[src/rtl/key_pkg.sv]
// key_pkg: shared defaults and helpers for the key_sync_mode front end.
//   KEY_SYNC_STAGES_DEF : default synchroniser depth per channel
//   KEY_DEBOUNCE_DEF    : default debounce length in clk cycles
//   KEY_NMODES_DEF      : default width of the one-hot mode vector
//   lowest_set_index()  : index of the lowest set bit, 0 when none set
package key_pkg;

    localparam int KEY_SYNC_STAGES_DEF = 2;
    localparam int KEY_DEBOUNCE_DEF    = 4;
    localparam int KEY_NMODES_DEF      = 3;

    // Scans the low 'width' bits of vec; an all-zero vector reports 0 so the
    // encoder output is well defined on idle cycles.
    function automatic int lowest_set_index(input logic [31:0] vec, input int width);
        int   idx;
        logic found;
        idx   = 0;
        found = 1'b0;
        for (int i = 0; i < 32; i++) begin
            if (i < width && vec[i] && !found) begin
                idx   = i;
                found = 1'b1;
            end
        end
        return idx;
    endfunction

endpackage

[src/rtl/key_debounce.sv]
// key_debounce: one key channel -- synchroniser, debounce counter, filtered
// level and a one-cycle strobe on each accepted rising edge.
//   clk    : system clock
//   rst    : synchronous active-high reset
//   key    : raw asynchronous key input, active-high
//   level  : debounced key level
//   strobe : high for the first cycle level reads 1 after a 0->1 change
module key_debounce
    import key_pkg::*;
#(
    parameter int SYNC_STAGES     = KEY_SYNC_STAGES_DEF,
    parameter int DEBOUNCE_CYCLES = KEY_DEBOUNCE_DEF
) (
    input  logic clk,
    input  logic rst,
    input  logic key,
    output logic level,
    output logic strobe
);

    localparam int             CW       = $clog2(DEBOUNCE_CYCLES + 1);
    localparam logic [CW-1:0]  CNT_LAST = CW'(DEBOUNCE_CYCLES - 1);

    logic [SYNC_STAGES-1:0] sync_q;
    logic                   synced;
    logic [CW-1:0]          cnt;

    assign synced = sync_q[SYNC_STAGES-1];

    always_ff @(posedge clk) begin
        if (rst) begin
            sync_q <= '0;
            cnt    <= '0;
            level  <= 1'b0;
            strobe <= 1'b0;
        end else begin
            sync_q <= {sync_q[SYNC_STAGES-2:0], key};
            strobe <= 1'b0;
            if (synced == level) begin
                // any agreeing cycle restarts qualification
                cnt <= '0;
            end else if (cnt >= CNT_LAST) begin
                level  <= synced;
                cnt    <= '0;
                // strobe is registered alongside level so both rise together
                strobe <= synced;
            end else begin
                cnt <= cnt + CW'(1);
            end
        end
    end

endmodule

[src/rtl/key_sync_mode.sv]
// key_sync_mode: N-channel key front end with a one-hot mode rotator.
//   clk        : system clock
//   rst        : synchronous active-high reset
//   keys       : raw asynchronous key inputs, active-high
//   level      : debounced key levels
//   strobe     : one-cycle pulse per debounced rising edge
//   any_strobe : OR of strobe
//   keycode    : lowest index with strobe set, 0 when none
//   mode       : one-hot mode, advanced by a press on MODE_KEY
//   mode_first : high while mode is bit 0
module key_sync_mode
    import key_pkg::*;
#(
    parameter int NKEYS           = 4,
    parameter int SYNC_STAGES     = KEY_SYNC_STAGES_DEF,
    parameter int DEBOUNCE_CYCLES = KEY_DEBOUNCE_DEF,
    parameter int NMODES          = KEY_NMODES_DEF,
    parameter int MODE_KEY        = 0,
    localparam int KW             = (NKEYS > 1) ? $clog2(NKEYS) : 1
) (
    input  logic              clk,
    input  logic              rst,
    input  logic [NKEYS-1:0]  keys,
    output logic [NKEYS-1:0]  level,
    output logic [NKEYS-1:0]  strobe,
    output logic              any_strobe,
    output logic [KW-1:0]     keycode,
    output logic [NMODES-1:0] mode,
    output logic              mode_first
);

    localparam logic [NMODES-1:0] MODE_RESET = NMODES'(1);

    for (genvar g = 0; g < NKEYS; g++) begin : g_chan
        key_debounce #(
            .SYNC_STAGES     (SYNC_STAGES),
            .DEBOUNCE_CYCLES (DEBOUNCE_CYCLES)
        ) u_chan (
            .clk    (clk),
            .rst    (rst),
            .key    (keys[g]),
            .level  (level[g]),
            .strobe (strobe[g])
        );
    end

    always_ff @(posedge clk) begin
        if (rst) begin
            mode <= MODE_RESET;
        end else if (strobe[MODE_KEY]) begin
            // a corrupted (non-one-hot) mode recovers to bit 0 on the next advance
            if ($onehot(mode)) begin
                mode <= {mode[NMODES-2:0], mode[NMODES-1]};
            end else begin
                mode <= MODE_RESET;
            end
        end
    end

    assign any_strobe = |strobe;
    assign keycode    = KW'(lowest_set_index(32'(strobe), NKEYS));
    assign mode_first = (mode == MODE_RESET);

endmodule

[config.mk]
export PLATFORM = sky130hd
export DESIGN_NAME = key_sync_mode
export DESIGN_NICKNAME = d
export VERILOG_FILES = /design/src/rtl/key_pkg.sv /design/src/rtl/key_debounce.sv /design/src/rtl/key_sync_mode.sv
export SDC_FILE = /design/constraint.sdc
export NUM_CORES = 1
export LEC_CHECK = 0
export BUFFER_PORTS_ARGS = -buffer_cell sky130_fd_sc_hd__buf_2
export CORE_MARGIN = 4
export CORE_UTILIZATION = 54
export CTS_BUF_LIST = sky130_fd_sc_hd__clkbuf_16
export DETAILED_ROUTE_END_ITERATION = 6
export PLACE_DENSITY = 0.81
export SLEW_MARGIN = 5
export SYNTH_ARGS = -nofsm -noshare
export SYNTH_HDL_FRONTEND = slang
export SYNTH_SLANG_ARGS = --single-unit
export TNS_END_PERCENT = 5
[constraint.sdc]
create_clock -name clk -period 1.7 [get_ports clk]
set_input_delay 0 -clock clk [delete_from_list [all_inputs] [get_ports clk]]
set_output_delay 0 -clock clk [all_outputs]
set_load 0.005 [all_outputs]
-- Word level (Yosys, flattened, before mapping)
Index checks and enable logic that the tools add are counted.
W data, S select, Z words.
- register bits: 31
- input port bits: 6
- output and inout bits: 15
- logic and storage cells: 67
- add/sub/neg operators: 6
- order comparisons: 4
- equal/unequal tests: 6
- muxes and demuxes: 7
- bitwise logic cells: 8
- reduce and logical (&&, ||, !) cells: 19
- operator list (operator ; count):
    $reduce_or A3 Y1 ; 8
    $add A3 B1 Y3 const B ; 4
    $ge A3 B2 Y1 const B ; 4
    $not A1 Y1 ; 8
    $reduce_and A2 Y1 ; 4
    $eq A1 B1 Y1 ; 4
    $mux W1 ; 4
    $mux W2 ; 2
    $reduce_or A4 Y1 ; 1
    $eq A3 B1 Y1 const B ; 1
    $logic_and A1 B1 Y1 ; 3
    $logic_not A1 Y1 ; 3
    $mux W3 ; 1
    $add A1 B1 Y2 ; 1
    $add A2 B1 Y2 ; 1
    $eq A2 B1 Y1 const B ; 1

-- Longest topological paths before layout
Gate-level depths: netlist of the first run.
- word-level depth: 10
- gate-level depth with buffers: 4

-- Hierarchy
From an unflattened synthesis of the first run, not the netlist that was laid out.
- cell total of the unflattened synthesis: 113
- area, all modules: 1246.2 um2
- modules (own cells, without submodules) (module ; times used ; cells each ; area an instance (um2) ; seq. area each (um2)):
    key_debounce ; 4 ; 22 ; 261.5 ; 140.1
    key_sync_mode ; 1 ; 25 ; 200.2 ; 60.1

-- Worst setup path after synthesis of the first run
OpenSTA, ideal clock, no wires.
- kind: reg-to-reg
- start: register mode[0]
- end: register mode[0]
- data arrival time: 1.245 ns
- required time: 1.580 ns
- path slack: 0.335 ns
- stages on the path, launching flop included: 5
- buffers on the path: 0
- path through: dfxtp_1 -> inv_1 -> fa_1 -> nor4bb_1 -> o21bai_1
- longest elaborated chain between the ends: 4
- RTL lines (what ; line ; RTL):
    from (decl) ; key_sync_mode.sv:28 ; output logic [NMODES-1:0] mode,
    from (signal assigned) ; key_sync_mode.sv:53 ; mode <= {mode[NMODES-2:0], mode[NMODES-1]};
    $add A1 B1 Y2 (implied by the code) ; key_sync_mode.sv:52 ; if ($onehot(mode)) begin
    $add A2 B1 Y2 (implied by the code) ; key_sync_mode.sv:52 ;
    $eq A2 B1 Y1 ; key_sync_mode.sv:52 ;
    $mux W3 ; key_sync_mode.sv:52 ;
No other way between the ends.
A chain may end at the register's enable or synchronous reset.

-- Worst setup path after layout of the first run
Ends and elaborated chain as after synthesis.

==> impl_metrics.py, run 1 <==
metrics = {
    "run_status": {
        "status": "completed",
    },
    "worst_setup_path": {
        "critPathKind": "reg -> reg",
        "crit-reg2reg-launch": "mode[0]",
        "end_kind": "flop",
        "crit_buf_inv": 1,
        "crit_required_ns": 1.85,
        "cpLargestDelayFamily": "adder cells",
        "reg2reg_depth": 4,
        "worst-r2r-setup-slack_ns": 0.26,
        "crit_fanout": 4,
        "cp_slowest_cell": "fa_1",
        "critPathMaxStageDelay_ns": 0.51,
        "crit_arrival_ns": 1.59,
        "r2r-end": "mode[0]",
        "startpoint_type": "flop",
        "crit_chain": "inv_1, fa_1, nor4bb_1, o21bai_1",
    },
    "placed_design": {
        "place_hpwl_mm": 1.41,
        "place_congestion": 0.686,
        "numPortBuffers": 20,
        "place_ws_ns": 0.263,
    },
    "power": {
        "powerDensity_mw_per_mm2": 1040,
        "switching_share": 0.191,
        "switchingPower_uw": 305,
        "seqPwrFrac": 0.467,
        "p_int_mw": 1.29,
        "power.leakage_nw": 0.692,
        "p_comb_frac": 0.027,
        "ir_drop_uv": 804,
        "power_frac_clock": 0.507,
    },
    "synth": {
        "seq_area_frac_synth": 0.475,
        "syn-num-nets": 139,
        "synth.avg_cell_area_um2": 10.5,
        "syn-cell-area_mm2": 0.00131,
        "synth_seq_cells": 31,
        "synth_cell_types": 23,
        "syn_inst": 124,
        "yosys_warnings": 0,
    },
    "detailed_routing": {
        "drt_pass1_iterations": 4,
        "drt_iter0_markers": 24,
        "drcViolationCount": 0,
        "avgRoutedWirePerCell_um": 11.5,
        "ant_nets": 0,
        "drt-total-wl_mm": 1.98,
        "vias": 922,
        "routed_via_density": 5.36,
    },
    "die": {
        "core_area_mm2": 0.00225,
        "io_pins": 21,
        "die_h_um": 57.2,
        "std_cell_rows": 17,
        "die_x_um": 57.2,
        "start_util": 0.579,
        "die_area_mm2": 0.00327,
    },
    "cells_and_area": {
        "fillerInstances": 191,
        "layout.area.seq_um2": 621,
        "final_common_cell": "dfxtp_1",
        "drive_above_1_share": 0.215,
        "area_delta_synth_final_pct": 18.2,
        "layout.nets": 158,
        "multi_input_area_um2": 578,
        "final_cell_mix": "dfxtp_1 (31), buf_2 (20), nand2b_1 (11)",
        "n_antenna_cell": 0,
    },
    "clock_tree": {
        "clkSinkCount": 31,
        "cts-buffers-inserted": 5,
        "postCtsSetupBuffers": 0,
        "clock_path_buffers": 2,
        "cts_max_level": 2,
        "cts_root_buf": "clkbuf_16",
        "clk_pin_slew_ns": 0.05,
        "clkLatencyLatePin_ns": 0.27,
        "cts_tree": "yes",
    },
    "global_routing": {
        "grt_pass1_vias": 891,
        "grt_pass1_wl_mm": 3.59,
        "antenna_found_initial": 0,
        "groute.usage.overall": 0.146,
        "grt_max_degree": 32,
        "grt_overflow": 0,
    },
    "timing": {
        "fin_ws_ns": 0.265,
        "hold_viol": 0,
        "drv_slew": 0,
        "final.setup.tns_ns": 0,
        "clock_skew_ns": 0.00403,
        "worstMarginPinSlew_ns": 0.505,
        "rsz0062_at_grt": "no",
        "max_freq_ghz": 0.697,
        "slew_headroom": 0.664,
        "fin_crit_sh": 0.844,
        "setup_viol": 0,
        "fin_crit_ns": 1.44,
    },
    "hold_path": {
        "holdPathStages": 2,
        "worstHoldStart": "rst",
        "holdPathEnd": "g_chan[1].u_chan.sync_q[0]",
        "hold_path_class": "in -> reg",
    },
    "flow_run": {
        "maxCapViolations": 0,
    },
}
==> power by group through the flow <==
stage / Combinational (mW) / Sequential, mW / Clock, mW
after global placement: 0.0346 / 0.760 / 0
after global routing: 0.0480 / 0.747 / 0.869
after detailed placement: 0.0359 / 0.760 / 0
after floorplan: 0.0276 / 0.759 / 0
final: 0.0425 / 0.746 / 0.811
after CTS: 0.0430 / 0.746 / 0.838
==> worst max path at each step <==
stage | from | end | cells past startpoint
finish | mode[0] | mode[0] | 4
global route | g_chan[0].u_chan.cnt[0] | g_chan[0].u_chan.level | 4
floorplan | mode[0] | mode[0] | 4
detailed placement | mode[0] | mode[0] | 4
CTS | mode[0] | mode[0] | 4
global placement | mode[0] | mode[0] | 4
==> what timing repair did <==
| action | 4_1_cts | 5_1_grt |
|---|---|---|
| hold buffers | 4 | 0 |
| resized for setup | 0 | 0 |
| hold endpoints to repair | 4 | 0 |
==> synth_stat cells, drive strengths merged <==
cell type	instances	share of area
a211o	4	0.027
a211oi	4	0.023
a21oi	3	0.011
buf	10	0.054
clkbuf	2	0.0057
dfxtp	31	0.48
fa	1	0.015
ha	8	0.077
inv	8	0.023
mux2i	4	0.031
nand2	1	0.0029
nand2b	11	0.053
nand4b	2	0.013
nor2	3	0.0086
nor2b	8	0.038
nor3	6	0.023
nor4	8	0.038
nor4b	4	0.041
nor4bb	1	0.0077
o21bai	1	0.0057
xnor2	4	0.027
==> registers in the layout, summed over array words and instances, names as in the netlist <==
register	count
g_chan.u_chan.strobe	4
mode	3
g_chan.u_chan.cnt	12
g_chan.u_chan.sync_q	8
g_chan.u_chan.level	4
==> per-layer routing <==
layer / share of wire / track usage
met5: 0 / 0
met4: 0.031 / 0.0993
met3: 0.073 / 0.0475
met2: 0.46 / 0.250
met1: 0.44 / 0.151
==> final cells by class <==
cell class | count | area share
Clock buffer | 5 | 0.0810
Multi-Input combinational cell | 73 | 0.374
Timing Repair Buffer | 24 | 0.0908
Tap cell | 28 | 0.0227
Inverter | 8 | 0.0194
Sequential cell | 31 | 0.402
Clock inverter | 3 | 0.00972
==> kinds of logic (layout without fill, tap and decap cells) <==
group                      after synthesis  in the layout  synth area share
and+or+nand+nor                         44             44             0.226
DFF                                     31             31             0.475
buffers and inverters                   20             40            0.0824
AOI/OAI and AO/OA                       12             12            0.0670
adders and majority gates                9              9            0.0920
xor gates and xnor gates                 4              4            0.0268
muxes                                    4              4            0.0307
==> worst register-to-register path, cell delays in order, from the launching register on <==
cell and delay [ns]:
dfxtp_1 0.36, inv_1 0.09, fa_1 0.51, nor4bb_1 0.27, o21bai_1 0.08
==> through the flow <==
| step | utilization | total power [mW] | hold slack, ns | std cells | instance area [um2] |
|---|---|---|---|---|---|
| 2_1_floorplan | - | 0.787 | 0.128 | 124 | 1310 |
| 3_3_place_gp | 0.605 | 0.794 | 0.209 | 160 | 1360 |
| 3_5_place_dp | 0.605 | 0.796 | 0.215 | 160 | 1360 |
| 4_1_cts | 0.685 | 1.63 | 0.187 | 172 | 1540 |
| 5_1_grt | 0.685 | 1.66 | 0.222 | 172 | 1540 |
| 6_report | 0.685 | 1.60 | 0.187 | 172 | 1540 |
Note: power is estimated with default switching activity, not from simulation.
==> inputs of run 2 (changes only) <==
- CORE_UTILIZATION: 54 -> 49
- PLACE_DENSITY: 0.81 -> 0.77
- clock period: 1.7 -> 1.28 ns (I/O delays scaled with it)
==> impl_metrics.py, run 2 (synthesized netlist as in run 1, its figures left out) <==
metrics = {
    "cells_and_area": {
        "layout.nets": 169,
        "fin_area_mm2": 0.00171,
        "largest-register": "g_chan.u_chan.cnt",
        "n_antenna_cell": 0,
        "largest_reg_flops": 12,
        "final_cell_mix": "dfxtp_1 (28), buf_2 (20), buf_4 (12)",
        "instances_no_fill": 185,
        "area_delta_synth_final_pct": 30.7,
        "largestRegisters": "g_chan.u_chan.cnt x12, g_chan.u_chan.sync_q x8",
        "final_common_cell": "dfxtp_1",
        "drive_above_1_share": 0.368,
    },
    "placed_design": {
        "place_inst": 174,
        "place_area_mm2": 0.00146,
        "numPortBuffers": 20,
        "place_hpwl_mm": 1.72,
        "place_congestion": 0.771,
    },
    "timing": {
        "rsz0062_at_grt": "yes",
        "fin_crit_sh": 1.09,
        "fin_ws_ns": -0.121,
        "setup_viol": 13,
        "fin_crit_ns": 1.40,
        "drv_slew": 0,
        "final.setup.tns_ns": -0.387,
        "worstMarginPinSlew_ns": 0.552,
        "clock_skew_ns": 0.00486,
        "whs_ns": -0.00598,
        "hold_viol": 1,
        "max_freq_ghz": 0.714,
        "slew_headroom": 0.632,
    },
    "worst_setup_path": {
        "crit_required_ns": 1.43,
        "reg2reg_depth": 4,
        "r2r-end": "mode[0]",
        "worst-r2r-setup-slack_ns": -0.12,
        "crit_arrival_ns": 1.55,
        "end_kind": "flop",
        "startpoint_type": "flop",
        "critPathKind": "reg -> reg",
        "crit_fanout": 3,
        "crit-reg2reg-launch": "mode[2]",
    },
    "global_routing": {
        "use_met3": 0.0327,
        "antenna_found_initial": 0,
        "grt_overflow": 0,
        "grt_use_met1": 0.170,
        "grt_pass1_wl_mm": 4.28,
        "groute.usage.overall": 0.164,
        "grt_max_degree": 32,
        "globalRoute.busiestLayer": "met2",
        "grt_pass1_vias": 1019,
        "grtUsageMet2": 0.310,
    },
    "clock_tree": {
        "clkLatencyLatePin_ns": 0.27,
        "clock_path_buffers": 2,
        "cts-buffers-inserted": 5,
        "cts_max_level": 2,
        "cts_tree": "yes",
        "cts_root_buf": "clkbuf_16",
        "clk_pin_slew_ns": 0.05,
        "clkSinkCount": 31,
    },
    "die": {
        "start_util": 0.523,
        "core_area_mm2": 0.00250,
        "io_pins": 21,
        "die_x_um": 59.6,
        "std_cell_rows": 18,
        "die_area_mm2": 0.00356,
        "die_h_um": 59.6,
    },
    "power": {
        "powerDensity_mw_per_mm2": 1380,
        "ir_drop_uv": 1100,
        "power_frac_clock": 0.552,
        "switching_share": 0.184,
        "seqPwrFrac": 0.420,
        "power.leakage_nw": 0.755,
        "p_int_mw": 1.92,
        "power.total_mw": 2.36,
        "p_comb_frac": 0.028,
        "switchingPower_uw": 434,
    },
    "detailed_routing": {
        "drt_iter0_markers": 24,
        "ant_nets": 0,
        "vias": 990,
        "drcViolationCount": 0,
        "routed_via_density": 5.35,
        "drt-total-wl_mm": 2.55,
        "drt_pass1_iterations": 2,
        "avgRoutedWirePerCell_um": 13.8,
    },
    "flow_run": {
        "maxCapViolations": 0,
    },
    "hold_path": {
        "worstHoldStart": "keys[3]",
        "holdPathEnd": "g_chan[3].u_chan.sync_q[0]",
        "hold_path_class": "in -> reg",
        "holdPathStages": 2,
    },
    "run_status": {
        "status": "complete, but fails checks",
        "violations": "negative hold slack, negative setup slack",
    },
}
## run 2: cell count changes in the layout (fill, tap and decap cells not counted), moves of 3 or more
cell	delta
dfxtp_2	+3
nor4_2	+3
dfxtp_1	-3
a211oi_1	-4
nor4_1	-3
a211oi_2	+4
buf_4	+12
## run 2: layout make-up
cell class | instances | area, um2
Fill cell | 195 | 792
Multi-Input combinational cell | 73 | 632
Sequential cell | 31 | 624
Timing Repair Buffer | 35 | 220
Clock buffer | 5 | 125
Clock inverter | 3 | 38.8
Tap cell | 30 | 37.5
Inverter | 8 | 30.0
## run 2: layer usage
layer / up-vias / share of wire
li1: 487 / -
met4: 0 / 0.014
met2: 22 / 0.55
met3: 5 / 0.048
met1: 476 / 0.39
met5: - / 0
## run 2: worst max path at each step
stage                     cells after the start      end     from  slack, ns
after floorplan                               4  mode[0]  mode[2]      -0.05
after global placement                        4  mode[0]  mode[2]      -0.01
after detailed placement                      4  mode[0]  mode[2]      -0.10
after CTS                                     4  mode[0]  mode[2]       -0.1
after global routing                          4  mode[0]  mode[2]      -0.16
final                                         4  mode[0]  mode[2]      -0.12
## run 2: critical path, cell delays in order, from the launching register on
cell and delay, ns:
dfxtp_2 0.33, inv_2 0.04, fa_1 0.51, nor4bb_1 0.30, o21bai_1 0.10
## run 2: metrics by stage
step,setup WS [ns],utilization,hold WS (ns)
global route,-0.162,0.683,0.00975
finish,-0.121,0.683,-0.00598
floorplan,-0.0499,-,0.128
global placement,-0.0124,0.584,0.215
detailed placement,-0.101,0.584,0.217
CTS,-0.0951,0.677,0.0107
## run 2: repair_timing
action | 4_1_cts | 5_1_grt
setup buffers | 0 | 0
endpoints found under the setup margin | 20 | 19
resized for setup | 8 | 3
pin swaps | 7 | 3
cloned | 0 | 0
hold buffers | 3 | 0
endpoints found under the hold margin | 3 | 0
## run 2: power groups by stage
stage               Clock, mW  Sequential (mW)  Combinational [mW]
floorplan                   0             1.01              0.0366
global placement            0             1.01              0.0528
detailed placement          0             1.01              0.0557
CTS                      1.32            0.989              0.0652
global route             1.36            0.990              0.0739
finish                   1.30            0.989              0.0663
